[config.mk]
export PLATFORM = sky130hd
export DESIGN_NAME = uart_rx_fifo
export DESIGN_NICKNAME = d
export VERILOG_FILES = /design/src/rtl/uart_pkg.sv /design/src/rtl/uart_rx_fifo_mem.sv /design/src/rtl/uart_rx_fifo.sv
export SDC_FILE = /design/constraint.sdc
export NUM_CORES = 1
export LEC_CHECK = 0
export ABC_CLOCK_PERIOD_IN_PS = 2600
export BUFFER_PORTS_ARGS = -buffer_cell sky130_fd_sc_hd__buf_2
export CAP_MARGIN = 20
export CORE_MARGIN = 4
export CORE_UTILIZATION = 55
export DETAILED_ROUTE_END_ITERATION = 6
export PLACE_DENSITY = 0.76
export REMOVE_ABC_BUFFERS = 1
export SLEW_MARGIN = 20
export SYNTH_ARGS = -nofsm -noshare
export SYNTH_HDL_FRONTEND = slang
export SYNTH_SLANG_ARGS = --single-unit
[constraint.sdc]
create_clock -name clk -period 2.6 [get_ports clk]
set_clock_uncertainty 0.15 [all_clocks]
set_input_delay 0.52 -clock clk [delete_from_list [all_inputs] [get_ports clk]]
set_output_delay 0.52 -clock clk [all_outputs]
set_load 0.005 [all_outputs]
[src/rtl/uart_pkg.sv]
// Shared definitions for the UART receive-side byte buffer.
// Holds the byte width, the capture FSM state type and a count-width helper.
package uart_pkg;

    localparam int UART_DATA_WIDTH = 8;

    typedef enum logic {
        CAP_IDLE = 1'b0,
        CAP_HOLD = 1'b1
    } cap_state_e;

    // Occupancy runs 0..depth inclusive, so one bit more than the pointers.
    function automatic int cnt_width(input int depth);
        return $clog2(depth) + 1;
    endfunction

endpackage

[src/rtl/uart_rx_fifo_mem.sv]
// Storage array for uart_rx_fifo: synchronous write port, combinational read.
// Ports: clk_i, we_i, waddr_i, wdata_i, raddr_i, rdata_o. Contents not reset.
module uart_rx_fifo_mem #(
    parameter int DEPTH = 16,
    parameter int WIDTH = 8,
    parameter int AW    = $clog2(DEPTH)
) (
    input  logic             clk_i,
    input  logic             we_i,
    input  logic [AW-1:0]    waddr_i,
    input  logic [WIDTH-1:0] wdata_i,
    input  logic [AW-1:0]    raddr_i,
    output logic [WIDTH-1:0] rdata_o
);

    logic [WIDTH-1:0] mem_q [DEPTH];

    always_ff @(posedge clk_i) begin
        if (we_i) begin
            mem_q[waddr_i] <= wdata_i;
        end
    end

    assign rdata_o = mem_q[raddr_i];

endmodule

[src/rtl/uart_rx_fifo.sv]
// Show-ahead byte FIFO behind the Uart8 receiver: one push per rxDone assertion,
// level/full/empty reporting and a sticky overflow flag.
// Ports: clk, reset (async active-low), rxDone, rxErr, rxByte, rdEn, rdData,
// rdValid, rdErr, count, full, overflow, clearOverflow.
// Optional macro UART_RX_FIFO_ERR_TAG_EN: store frame-error tag per entry
// (rdErr shows head tag); when undefined, error frames are discarded.
module uart_rx_fifo
    import uart_pkg::*;
#(
    parameter int DEPTH      = 16,
    parameter int DATA_WIDTH = UART_DATA_WIDTH
) (
    input  logic                        clk,
    input  logic                        reset,
    input  logic                        rxDone,
    input  logic                        rxErr,
    input  logic [DATA_WIDTH-1:0]       rxByte,
    input  logic                        rdEn,
    output logic [DATA_WIDTH-1:0]       rdData,
    output logic                        rdValid,
    output logic                        rdErr,
    output logic [cnt_width(DEPTH)-1:0] count,
    output logic                        full,
    output logic                        overflow,
    input  logic                        clearOverflow
);

    localparam int AW = $clog2(DEPTH);
    localparam int CW = cnt_width(DEPTH);
`ifdef UART_RX_FIFO_ERR_TAG_EN
    localparam int EW = DATA_WIDTH + 1;
`else
    localparam int EW = DATA_WIDTH;
`endif

    cap_state_e    cap_state_q;
    logic [AW-1:0] wr_ptr_q, wr_ptr_d;
    logic [AW-1:0] rd_ptr_q, rd_ptr_d;
    logic [CW-1:0] count_q, count_d;
    logic          ovf_q, ovf_d;

    logic          frame_start;
    logic          push_req;
    logic          push;
    logic          pop;
    logic          ovf_set;
    logic [EW-1:0] wdata;
    logic [EW-1:0] head;

    assign frame_start = (cap_state_q == CAP_IDLE) && rxDone;

`ifdef UART_RX_FIFO_ERR_TAG_EN
    assign push_req = frame_start;
    assign wdata    = {rxErr, rxByte};
`else
    // Bad frames are dropped here; the FSM still enters HOLD.
    assign push_req = frame_start && !rxErr;
    assign wdata    = rxByte;
`endif

    assign full    = (count_q == CW'(DEPTH));
    assign rdValid = (count_q != '0);
    assign pop     = rdEn && rdValid;
    // A pop in the same cycle frees the slot, so a full FIFO still accepts.
    assign push    = push_req && (!full || pop);
    assign ovf_set = push_req && full && !pop;

    always_comb begin
        count_d  = count_q;
        wr_ptr_d = wr_ptr_q;
        rd_ptr_d = rd_ptr_q;
        ovf_d    = ovf_q;
        unique case ({push, pop})
            2'b10:   count_d = count_q + CW'(1);
            2'b01:   count_d = count_q - CW'(1);
            default: count_d = count_q;
        endcase
        if (push) begin
            wr_ptr_d = wr_ptr_q + AW'(1);
        end
        if (pop) begin
            rd_ptr_d = rd_ptr_q + AW'(1);
        end
        // Set beats clear when both land in the same cycle.
        if (ovf_set) begin
            ovf_d = 1'b1;
        end else if (clearOverflow) begin
            ovf_d = 1'b0;
        end
    end

    always_ff @(posedge clk or negedge reset) begin
        if (!reset) begin
            cap_state_q <= CAP_IDLE;
        end else begin
            unique case (cap_state_q)
                CAP_IDLE: if (rxDone) cap_state_q <= CAP_HOLD;
                CAP_HOLD: if (!rxDone) cap_state_q <= CAP_IDLE;
                default:  cap_state_q <= CAP_IDLE;
            endcase
        end
    end

    always_ff @(posedge clk or negedge reset) begin
        if (!reset) begin
            wr_ptr_q <= '0;
            rd_ptr_q <= '0;
            count_q  <= '0;
            ovf_q    <= 1'b0;
        end else begin
            wr_ptr_q <= wr_ptr_d;
            rd_ptr_q <= rd_ptr_d;
            count_q  <= count_d;
            ovf_q    <= ovf_d;
        end
    end

    uart_rx_fifo_mem #(
        .DEPTH (DEPTH),
        .WIDTH (EW),
        .AW    (AW)
    ) u_mem (
        .clk_i   (clk),
        .we_i    (push),
        .waddr_i (wr_ptr_q),
        .wdata_i (wdata),
        .raddr_i (rd_ptr_q),
        .rdata_o (head)
    );

    // Storage is not reset, so gate the head while empty.
    assign rdData   = rdValid ? head[DATA_WIDTH-1:0] : '0;
`ifdef UART_RX_FIFO_ERR_TAG_EN
    assign rdErr    = rdValid & head[DATA_WIDTH];
`else
    assign rdErr    = 1'b0;
`endif
    assign count    = count_q;
    assign overflow = ovf_q;

endmodule

==> metrics.md <==
| Metric | Value |
|---|---|
| Skew-Pair Late Insertion Delay | `0.52 ns` |
| Fraction of registers with async set/reset | `10.5%` |
| Area of the multi-input gates | `0.00166 mm²` |
| Hpwl dp | `7120 µm` |
| Leakage | `0.00258 µW` |
| Worst relative slew slack | `46.6%` |
| Combinational Power Share | `32.1%` |
| WHS Path Cells | `3` |
| Simple-gate area share of the yosys netlist | `4.27%` |
| Critical Path RT | `1.93 ns` |
| Yosys warnings | `0` |
| Via Count | `3044` |
| Placer congestion estimate | `0.748` |
| Synth Flop Type | `edfxtp_1` |
| Largest family of logic cells by synthesized area | `multiplexers` |
| Critical Path Fanout Max | `8` |
| DR pass1 iterations | `4` |
| Run status | `finished with violations` |
| RSZ-0062 raised after global routing | `yes` |
| Delay-heaviest family, CP | `multiplexers` |
| Switching part of the total | `30.6%` |
| Root Buffer Master | `clkbuf_8` |
| DRT Wirelength | `11500 µm` |
| Core area | `0.0105 mm²` |
| Final Core Density | `68.6%` |
| Number of routed nets with antenna violations | `0` |
| H-tree levels | `4` |
| Clock power share | `29.2%` |
| Element type at the critical path start | `register` |
| Row count | `37` |
| Hold_sp | `clearOverflow` |
| Average wire per standard cell | `22.2 µm` |
| Yosys reg bits | `143` |
| Die area | `0.0126 mm²` |
| Input/output buffers | `29` |
| Sequential share of the synthesized area | `70.6%` |
| DR vias/cell | `5.88` |
| Storage cell area | `0.00422 mm²` |
| # nets final | `392` |
| Critical path, cell by cell | `buf_12, buf_6, mux4_2, mux2_4, o21ai_2, a21oi_1, buf_2` |
| Reg-to-reg endpoint | `count[4]` |
| Area grow syn2layout | `20.2%` |
| Internal power | `5180 µW` |
| Final worst slack | `-0.378 ns` |
| Share of power burned in registers | `38.7%` |
| Failing checks | `negative setup slack` |
| Net switching power | `2290 µW` |
| Die Width | `112 µm` |
| Initial antenna violation count | `0` |
| Worst slew pin tran | `0.801 ns` |
| CP peak stage delay | `0.47 ns` |
| Worst Hold Path EP | `overflow` |
| Synthesized cell area | `0.00598 mm²` |
| Final Hold Violating Endpoints | `0` |
| FILL cells | `662` |
| Mux cell area share after synthesis | `16.9%` |
| Area fraction in compound gates after synthesis | `2.41%` |
| Die Y | `112 µm` |
| Clk slew on worst S/H paths | `0.06 ns` |
| CTS tree | `yes` |
| CP Buf/Inv Count | `3` |
| Share of layout cells above drive strength 1 | `39.5%` |
| Ant. Diodes | `0` |
| Cts bufs inserted | `17` |
| Crit path arrival time | `2.31 ns` |
| CP Capture Type | `output port` |
| GRT Util Overall | `19.8%` |
| Synth Area in XOR/XNOR | `1.32%` |
| CTS sink count | `143` |
| Max frequency | `336 MHz` |
| Final Max Slew Viols | `0` |
| Tmin final | `2.98 ns` |
| R2r worst-path depth | `8` |
| IO Pins | `31` |
| Worst VDD drop | `636 µV` |
| CTS Buffer Depth | `2` |
| Hold Slack | `0.134 ns` |
| Pwr/cell area | `1040 mW/mm²` |
| Post-Synth Adder-Cell Area | `2.01%` |
| Setup CP Type | `reg -> out` |
| Grt total ovfl | `0` |
| Vias in the first global route | `3204` |
| Max Cap Viol | `0` |
| Avg Synthesized Cell Area | `20.0 µm²` |
| Reg2reg start | `count[0]` |
| First-pass GRT wire length | `18400 µm` |
| Crit path max-delay cell type | `mux4_2` |
| Final setup fails | `8` |
| Violation count after the first detailed-route iteration | `219` |
| EDFF count, synth | `128` |
| DR DRC count | `0` |
| Synth cell types | `43` |
| Number of cells produced by synthesis | `299` |
| Initial core utilization | `57.1%` |
| Final period utilization | `115%` |
| R2r setup slk | `0.25 ns` |
| Worst min path class | `in -> reg` |
| Largest net degree at the start of global routing | `28` |
worst register-to-register path, stage by stage (launching register included):
cell,delay (ns)
dfrtp_1,0.48
nor4_4,0.08
a21o_2,0.23
nor2_1,0.27
ha_1,0.34
a21oi_1,0.17
nand2_1,0.13
a211o_1,0.33
o211ai_1,0.09
kinds of logic (layout without fill, tap and decap cells):
family	after synthesis	after routing
DFF	143	143
muxes	55	55
and+or+nand+nor	37	37
AOI/OAI and AO/OA	25	25
buffers and inverters	20	103
adders and majority gates	9	9
xor gates and xnor gates	9	9
other	1	1
cells in the mapped netlist, types with 5 or more instances:
cell type | instances | share of area, %
and2_1 | 9 | 0.94
inv_1 | 5 | 0.31
and4_1 | 5 | 0.73
mux4_1 | 8 | 3.5
buf_2 | 5 | 0.42
mux4_2 | 24 | 9.0
o21ai_1 | 5 | 0.42
edfxtp_1 | 128 | 64
dfrtp_1 | 15 | 6.3
mux2i_1 | 10 | 1.7
mux2_2 | 9 | 1.7
ha_1 | 8 | 1.7
a21oi_1 | 10 | 0.84
xnor2_1 | 6 | 0.88
layer usage:
metal	track usage, %	wire length (µm)	vias to the layer above
met5	0	0	-
met4	6.97	197	0
met3	5.39	784	15
met2	31.1	5880	113
met1	27.2	4620	1566
li1	-	-	1350
repair_timing:
action	4_1_cts	5_1_grt
endpoints found under the hold margin	16	0
hold buffers	2	0
setup endpoints to repair	8	9
pin swaps	0	0
buffers inserted	6	0
gates cloned	1	0
resized for setup	29	3
power groups by stage:
stage	Clock [µW]	Sequential [µW]	Combinational [µW]
4_1_cts	2220	2880	2470
3_3_place_gp	0	2900	2080
3_5_place_dp	0	2910	2120
5_1_grt	2350	2920	2610
2_1_floorplan	0	3060	1160
6_report	2180	2890	2400
state kept, by name (all words and copies together) (netlist names):
| signal | cells |
|---|---|
| cap_state_q | 1 |
| overflow | 1 |
| wr_ptr_q | 4 |
| count | 5 |
| u_mem.mem_q | 128 |
| rd_ptr_q | 4 |
how the worst max path moves through the flow:
| stage | slack, ns | from | cells past startpoint | endpoint |
|---|---|---|---|---|
| finish | -0.38 | rd_ptr_q[1] | 7 | rdData[2] |
| global placement | 0.09 | rd_ptr_q[1] | 6 | rdData[1] |
| CTS | -0.41 | rd_ptr_q[1] | 7 | rdData[7] |
| detailed placement | 0.05 | rd_ptr_q[1] | 6 | rdData[3] |
| floorplan | -0.29 | rd_ptr_q[1] | 4 | rdData[3] |
| global route | -0.50 | rd_ptr_q[1] | 7 | rdData[2] |
layout make-up:
| cell class | instances | area share [%] |
|---|---|---|
| Clock inverter | 14 | 1.72 |
| Sequential cell | 143 | 58.8 |
| Multi-Input combinational cell | 136 | 23.1 |
| Clock buffer | 18 | 5.82 |
| Tap cell | 136 | 2.37 |
| Timing Repair Buffer | 66 | 7.98 |
| Inverter | 5 | 0.261 |
metrics by stage:
| step | cell area (µm²) | std cells | total power (µW) | setup WS, ns | setup TNS (ns) |
|---|---|---|---|---|---|
| after floorplan | 5850 | 284 | 4230 | -0.286 | -2.06 |
| after global placement | 6510 | 478 | 4970 | 0.0919 | 0 |
| after detailed placement | 6510 | 478 | 5040 | 0.0468 | 0 |
| after CTS | 7200 | 519 | 7570 | -0.409 | -3.17 |
| after global routing | 7180 | 518 | 7870 | -0.499 | -3.65 |
| final | 7180 | 518 | 7470 | -0.378 | -2.80 |
layout by cell type, fill, tap and decap left out, drive strengths merged, types with 3 or more instances in the layout:
cell / instances
a21oi: 10
and2: 9
and3: 4
and4: 5
buf: 64
clkbuf: 18
clkinv: 3
clkinvlp: 3
dfrtp: 15
edfxtp: 128
ha: 8
inv: 13
mux2: 12
mux2i: 11
mux4: 32
nand2: 4
nand3: 4
nor2: 3
o21ai: 9
xnor2: 6
xor2: 3
Note: power is estimated with default switching activity, not from simulation.
